## src/rtl/dataproc_job_scheduler.sv

```systemverilog
// Job scheduler for the pixel producer/processor pair: queues {mode,len} jobs and
// sequences each one through setup, input gating, output drain and retire.
module dataproc_job_scheduler #(
    parameter int JOB_DEPTH = 4,
    parameter int LEN_W     = 16,
    parameter int TIMEOUT   = 4096
) (
    input  logic                         clk,
    input  logic                         resetn,
    input  logic                         job_valid,
    output logic                         job_ready,
    input  logic [1:0]                   job_mode,
    input  logic [LEN_W-1:0]             job_len,
    input  logic                         abort,
    input  logic                         err_clear,
    input  logic                         in_valid,
    input  logic                         in_ready,
    input  logic                         out_valid,
    input  logic                         out_ready,
    output logic                         prod_enable,
    output logic                         proc_start,
    output logic [1:0]                   proc_mode,
    output logic                         busy,
    output logic                         job_done,
    output logic [LEN_W-1:0]             done_count,
    output logic                         err_timeout,
    output logic [$clog2(JOB_DEPTH):0]   fifo_level
);
    localparam int PW   = $clog2(JOB_DEPTH);
    localparam int WD_W = $clog2(TIMEOUT + 1);

    typedef enum logic [2:0] {IDLE, SETUP, RUN, DRAIN, DONE} state_t;
    state_t state, state_nxt;

    logic [1:0]       fifo_mode [JOB_DEPTH];
    logic [LEN_W-1:0] fifo_len  [JOB_DEPTH];
    logic [PW:0]      wr_ptr, rd_ptr;
    logic             full, empty, push, pop;
    logic [LEN_W-1:0] cur_len, in_cnt, out_cnt, out_cnt_nxt;
    logic [WD_W-1:0]  wd_cnt;
    logic             active, in_beat, out_beat, wd_fire;

    assign fifo_level  = wr_ptr - rd_ptr;
    assign empty       = (wr_ptr == rd_ptr);
    assign full        = (fifo_level == (PW+1)'(JOB_DEPTH));
    assign job_ready   = !full && !abort;
    assign push        = job_valid && job_ready;
    assign pop         = (state == IDLE) && !empty && !err_timeout && !abort;
    assign busy        = (state != IDLE);

    // Beats derived from state directly so the FSM block has no feedback on its own outputs.
    assign active      = (state == RUN) || (state == DRAIN);
    assign in_beat     = in_valid && in_ready && (state == RUN);
    assign out_beat    = out_valid && out_ready;
    assign out_cnt_nxt = out_cnt + {{(LEN_W-1){1'b0}}, out_beat};
    assign wd_fire     = active && !out_beat && (wd_cnt == WD_W'(TIMEOUT - 1));

    always_comb begin
        state_nxt   = state;
        proc_start  = 1'b0;
        prod_enable = 1'b0;
        job_done    = 1'b0;
        unique case (state)
            IDLE:  if (pop) state_nxt = SETUP;
            SETUP: state_nxt = (cur_len == '0) ? DONE : RUN;
            RUN: begin
                proc_start  = 1'b1;
                prod_enable = 1'b1;
                if (wd_fire)
                    state_nxt = IDLE;
                else if (in_beat && (in_cnt + LEN_W'(1) == cur_len))
                    state_nxt = DRAIN;
            end
            DRAIN: begin
                proc_start = 1'b1;
                if (wd_fire)
                    state_nxt = IDLE;
                else if (out_cnt_nxt == cur_len)
                    state_nxt = DONE;
            end
            DONE: begin
                job_done  = 1'b1;
                state_nxt = IDLE;
            end
            default: state_nxt = IDLE;
        endcase
        if (abort) state_nxt = IDLE;
    end

    // Job payload storage needs no reset; occupancy lives in the pointers.
    always_ff @(posedge clk) begin
        if (push) begin
            fifo_mode[wr_ptr[PW-1:0]] <= job_mode;
            fifo_len[wr_ptr[PW-1:0]]  <= job_len;
        end
    end

    always_ff @(posedge clk or negedge resetn) begin
        if (!resetn) begin
            state       <= IDLE;
            wr_ptr      <= '0;
            rd_ptr      <= '0;
            proc_mode   <= '0;
            cur_len     <= '0;
            in_cnt      <= '0;
            out_cnt     <= '0;
            wd_cnt      <= '0;
            done_count  <= '0;
            err_timeout <= 1'b0;
        end else begin
            state <= state_nxt;
            if (push) wr_ptr <= wr_ptr + (PW+1)'(1);
            if (abort)    rd_ptr <= wr_ptr;
            else if (pop) rd_ptr <= rd_ptr + (PW+1)'(1);

            // Mode lands during SETUP, a full cycle ahead of proc_start.
            if (pop) begin
                proc_mode <= fifo_mode[rd_ptr[PW-1:0]];
                cur_len   <= fifo_len[rd_ptr[PW-1:0]];
                in_cnt    <= '0;
                out_cnt   <= '0;
            end else begin
                if (in_beat)           in_cnt  <= in_cnt + LEN_W'(1);
                if (active && out_beat) out_cnt <= out_cnt_nxt;
            end

            if (state == SETUP) wd_cnt <= '0;
            else if (active)    wd_cnt <= out_beat ? '0 : wd_cnt + WD_W'(1);

            if (state == DONE) done_count <= done_count + LEN_W'(1);

            if (wd_fire && !abort) err_timeout <= 1'b1;
            else if (err_clear)    err_timeout <= 1'b0;
        end
    end
endmodule

```

## config.mk

```make
export PLATFORM = sky130hd
export DESIGN_NAME = dataproc_job_scheduler
export DESIGN_NICKNAME = d
export VERILOG_FILES = /design/src/rtl/dataproc_job_scheduler.sv
export SDC_FILE = /design/constraint.sdc
export NUM_CORES = 1
export LEC_CHECK = 0
export ABC_AREA = 1
export CAP_MARGIN = 20
export CORE_AREA = 2 2 111 113
export CTS_BUF_LIST = sky130_fd_sc_hd__clkbuf_4 sky130_fd_sc_hd__clkbuf_8 sky130_fd_sc_hd__clkbuf_16
export DETAILED_ROUTE_END_ITERATION = 8
export DIE_AREA = 0 0 113 115
export DONT_BUFFER_PORTS = 1
export MAX_ROUTING_LAYER = met4
export PLACE_DENSITY = 0.84
export SLEW_MARGIN = 15
export SYNTH_ARGS = -nofsm -noshare
export SYNTH_HDL_FRONTEND = slang
export SYNTH_SLANG_ARGS = --single-unit
```

## constraint.sdc

```tcl
create_clock -name clk -period 6.2 [get_ports clk]
set_input_delay 0.62 -clock clk [delete_from_list [all_inputs] [get_ports clk]]
set_output_delay 0.62 -clock clk [all_outputs]
set_load 0.03 [all_outputs]
```

---- Word level (Yosys, flattened, before mapping) ----
Memory sizes are Yosys's and may differ from the RTL's. A register that Yosys moved wholly into a read port is not among the register bits.
Index checks and enable logic that the tools add are counted.
Widths: inputs -> output; s select.
storage, ports and cells
  register bits ........................... 71
  latch bits .............................. 0
  RAM bits ................................ 72
  ROM bits ................................ 0
  input port bits ......................... 27
  output and inout bits ................... 27
  memories ................................ 2
operators by class
  add/sub/neg operators ................... 7
  multiply operators ...................... 0
  div/mod/pow operators ................... 0
  order comparisons ....................... 0
  equal/unequal tests ..................... 12
  shift-type cells ........................ 0
  multiplexer cells ....................... 24
  bitwise gates (word level) .............. 0
  reductions and logical operators ........ 31
memories
  name       words  bits a word  rd ports  clocked after memory_dff  write ports  line  source
  fifo_len   4      16           1         1                         1            36    logic [LEN_W-1:0] fifo_len [JOB_DEPTH];
  fifo_mode  4      2            1         1                         1            35    logic [1:0] fifo_mode [JOB_DEPTH];
operator list
  operator               count
  $mux 16                4
  $mux 13                3
  $add 16x1->16 const B  2
  $eq 16x16->1           2
  $mux 3                 9
  $add 16x1->16          1
  $logic_not 16->1       1
  $add 13x1->13 const B  1
  $eq 13x12->1 const B   1
  $logic_and 1x1->1      13
  $pmux 3 s4             1
  $reduce_bool 2->1      5
  $ne 4x3->1 const B     2
  $logic_not 1->1        7
  $mux 1                 7
  $add 3x1->3 const B    2
  $eq 3x2->1 const B     2
  $eq 3x3->1 const B     2
  $eq 3x1->1 const B     1
  $eq 3x3->1             1
  $logic_not 3->1        1
  $ne 3x3->1 const B     1
  $reduce_and 3->1       1
  $reduce_bool 3->1      1
  3 further kinds        3

---- Depth between registers and ports, before layout ----
  depth after elaboration ................. 8
  mapped depth ............................ 18
  gate-level depth less buffers ........... 18

---- Least setup slack after synthesis ----
OpenSTA, ideal clock, no wires.
  path type ............................... reg2reg
  start point ............................. reg wr_ptr[0]
  end point ............................... mem fifo_len[3][0], enable pin
  library setup time ...................... 0.395 ns
  arrival time ............................ 2.762 ns
  required time ........................... 5.805 ns
  slack ................................... 3.043 ns
  cell stages (with the launch flop) ...... 10
  buffers on the path ..................... 0
  clock period less this slack ............ 3.157 ns
  cell sequence ........................... dfrtp_1 inv_1 ha_1 fa_1 xor2_1 nand3_1 nand2_1 inv_1 nand2_1 nor2_1
between the ends
  longest elaborated chain between the ends .. 7
ends and longest elaborated chain
  what                          line  source
  start: declaration            37    logic [PW:0] wr_ptr, rd_ptr;
  start signal: assignment      112   if (push) wr_ptr <= wr_ptr + (PW+1)'(1);
  $sub 3x3->3                   43    assign fifo_level = wr_ptr - rd_ptr;
  net fifo_level[2]             27    output logic [$clog2(JOB_DEPTH):0] fifo_level
  $eq 3x3->1                    45    assign full = (fifo_level == (PW+1)'(JOB_DEPTH));
  $logic_not 1->1               46    assign job_ready = !full && !abort;
  $logic_and 1x1->1             46
  net job_ready                 11    output logic job_ready,
  $logic_and 1x1->1             47    assign push = job_valid && job_ready;
  $mux 1                        92    if (push) begin
  $mux 1 (implied by the code)  94    fifo_len[wr_ptr[PW-1:0]] <= job_len;
  end: declaration              36
The timed path passes the listed nets, and every way through them passes these cells.

---- Worst setup path in the final report ----
  start point ............................. reg rd_ptr[0]
  end point ............................... out job_ready
between the ends
  longest elaborated chain between the ends .. 4
ends and longest elaborated chain
  what                      line  source
  start: declaration        37
  start signal: assignment  113   if (abort) rd_ptr <= wr_ptr;
  start signal: assignment  114   else if (pop) rd_ptr <= rd_ptr + (PW+1)'(1);
  $sub 3x3->3               43
  net fifo_level[2]         27
  $eq 3x3->1                45
  $logic_not 1->1           46
  $logic_and 1x1->1         46
  end: declaration          11
The timed path passes the listed nets, and every way through them passes these cells.

==> flow_metrics.env <==
export IMPL_status="finished with violations"
export IMPL_violations="DRC"
export IMPL_route_detailed_drc=1
export IMPL_antenna_diode_count=0
export IMPL_core_region_area_um2=11800
export IMPL_cts_made_buffers=17
export IMPL_die_w_um=113
export IMPL_ys_ff_latch=161
export IMPL_syn_area_um2=7980
export IMPL_path_max_fanout=17
export IMPL_rrSetupSlack_ps=2810
export IMPL_initialDrtViolationCount=907
export IMPL_worstSetupPathType="flop to output pin"
export IMPL_finalHoldViolCount=0
export IMPL_drt_vias_per_instance=6.18
export IMPL_detail_route_wl_per_cell_um=18.4
export IMPL_io_buffers=0
export IMPL_synth_area_per_cell_um2=8.94
export IMPL_synth_xor_area_share=0.0325
export IMPL_crit_start="rd_ptr[0]"
export IMPL_netlist_instances=892
export IMPL_yosys_warnings=0
export IMPL_ys_flop_type="dfrtp_1"
export IMPL_critPathCapture="job_ready"
export IMPL_grtUsageTotal=0.319
export IMPL_grt_pass1_vias=6254
export IMPL_die_height_um=115
export IMPL_wl_mm=19.5
export IMPL_tns_ps=0
export IMPL_ys_seq_area_frac=0.550
export IMPL_antenna_found_initial=0
export IMPL_insertion_delay_ps=430
export IMPL_min_period_ps=3430
export IMPL_vias=6537
export IMPL_cts_root_buf="clkbuf_16"
export IMPL_layout_drive_gt1_share=0.0724
export IMPL_cts_sinks=161
export IMPL_start_util=0.675
export IMPL_fin_area_um2=8790
export IMPL_final_nets=938
export IMPL_fillerInstances=781
export IMPL_syn_nets=932
export IMPL_rows=40
export IMPL_post_dp_hpwl_mm=13.2
export IMPL_ant_nets=0
export IMPL_finalSetupViolCount=0
export IMPL_finalClockSkew_ps=5.99
export IMPL_placed_area_um2=8120
export IMPL_gp_congestion=1.02
export IMPL_max_slew_margin=0.445
export IMPL_clk_pin_slew_ps=70
export IMPL_yosysUniqueCellTypes=39
export IMPL_synth_fa_ha_area_frac=0.0213
export IMPL_synth_mux_area_frac=0.00282
export IMPL_powerDensity_nw_per_um2=423
export IMPL_vdd_drop_max_mv=0.361
export IMPL_htree_levels=4
export IMPL_startpoint_type="flop"
export IMPL_rr_startpoint="rd_ptr[1]"
export IMPL_syn_to_final_growth_pct=10.3
export IMPL_mostFrequentLayoutCell="nand2_1"
export IMPL_max_freq_ghz=0.291
export IMPL_die_area_um2=13000
export IMPL_synthSimpleGateAreaFrac=0.238
export IMPL_reg2reg_to="out_cnt[8]"
export IMPL_tritoncts="yes"
export IMPL_tightestPinTransition_ps=827
export IMPL_min_period_over_period=0.553
export IMPL_r2r_cells=9
export IMPL_arrival_ps=2810
export IMPL_fin_hold_ws_ps=59.4
export IMPL_synth_compound_area_share=0.0938
export IMPL_end_kind="output pin"
export IMPL_grt_pass1_wl_mm=31.0
export IMPL_final_cell_mix="193 x nand2_1, 108 x nor2_1, 103 x inv_1, 89 x dfrtp_1"
export IMPL_pin_count=54
export IMPL_grt_max_degree=90
export IMPL_worst_endpoint_required_ps=5580
export IMPL_synth_top_family_by_area="simple AND/OR/NAND/NOR gates"
export IMPL_maxCapViolCount=0
export IMPL_cts_max_path_buffers=2
export IMPL_grt_overflow_total=0
export IMPL_async_reset_ff_frac=0.553
export IMPL_p_leak_nw=3.72
export IMPL_maxSlewViolCount=0
export IMPL_rsz0062_at_grt="no"
export IMPL_dr_pass1_iters=8
export IMPL_hp_class="input pin to asynchronous set/reset pin"
export IMPL_synth_edf_count=72
==> layer usage <==
layer / wire, um / up-vias / global-route usage
met1: 7940 / 3110 / 0.413
met3: 1600 / 60 / 0.0733
met4: 560 / 0 / 0.128
met5: 0 / - / -
met2: 9410 / 351 / 0.494
li1: - / 3016 / -
==> repair_timing <==
item,CTS,global route
hold endpoints to repair,89,0
resized for setup,0,0
hold buffers,1,0
buffers inserted,0,0
==> through the flow <==
step | power, mW | utilization | instances | setup slack, ps
2_1_floorplan | 2.25 | - | 892 | 3040
3_3_place_gp | 2.48 | 0.687 | 1024 | 2830
3_5_place_dp | 2.53 | 0.687 | 1024 | 2660
4_1_cts | 3.68 | 0.743 | 1057 | 2450
5_1_grt | 3.89 | 0.745 | 1058 | 2540
6_report | 3.72 | 0.745 | 1058 | 2770
==> state kept, by name, indices dropped and copies added (netlist names) <==
signal	flops
in_cnt	16
wd_cnt	13
fifo_len	64
proc_mode	2
cur_len	16
wr_ptr	3
rd_ptr	3
fifo_mode	8
state	3
out_cnt	16
err_timeout	1
done_count	16
==> Yosys cell counts (all sizes together), types with 6 or more instances <==
cell | n | area share
buf | 6 | 0.0036
dfrtp | 89 | 0.28
xnor2 | 7 | 0.0077
nand2 | 198 | 0.096
o22ai | 51 | 0.040
a21oi | 22 | 0.014
clkbuf | 14 | 0.0066
xor2 | 20 | 0.022
nand3 | 77 | 0.051
ha | 12 | 0.019
inv | 104 | 0.049
nor2 | 117 | 0.062
edfxtp | 72 | 0.27
nand4 | 19 | 0.015
o21ai | 54 | 0.034
nor3 | 8 | 0.0077
==> cell families after synthesis <==
kind of cell               Yosys count
xor gates and xnor gates            28
AOI/OAI and AO/OA                  133
and+or+nand+nor                    427
buffers and inverters              128
DFF                                161
muxes                                2
adders and majority gates           13
==> how the worst min path moves through the flow <==
stage | from | to | slack (ps) | depth (start not counted)
floorplan | resetn | cur_len[0] | 320 | 0
global placement | resetn | out_cnt[4] | 330 | 0
detailed placement | resetn | out_cnt[4] | 330 | 0
CTS | resetn | in_cnt[8] | 120 | 1
global route | resetn | in_cnt[12] | 120 | 1
finish | resetn | in_cnt[12] | 60 | 1
==> worst max-delay path, stage by stage, from the launching register on <==
cell and delay, ps:
dfrtp_1 600, ha_1 310, fa_1 380, xor2_1 650
nand3_1 180, nand2_1 100, inv_1 150
==> final cells by class <==
type / count / area [um^2] / area share
Clock buffer: 19 / 447 / 0.0508
Clock inverter: 13 / 190 / 0.0216
Inverter: 108 / 407 / 0.0462
Multi-Input combinational cell: 603 / 3100 / 0.352
Sequential cell: 161 / 4390 / 0.499
Tap cell: 147 / 184 / 0.0209
Timing Repair Buffer: 7 / 80.1 / 0.00911
==> power by group <==
| part | leakage, nW | switching [mW] | internal (mW) |
|---|---|---|---|
| registers | 1.82 | 0.218 | 1.29 |
| logic | 1.59 | 0.771 | 0.321 |
| clock network | 0.307 | 0.457 | 0.664 |
| total | 3.72 | 1.45 | 2.27 |
No activity file was read; power rests on OpenSTA's default activity.
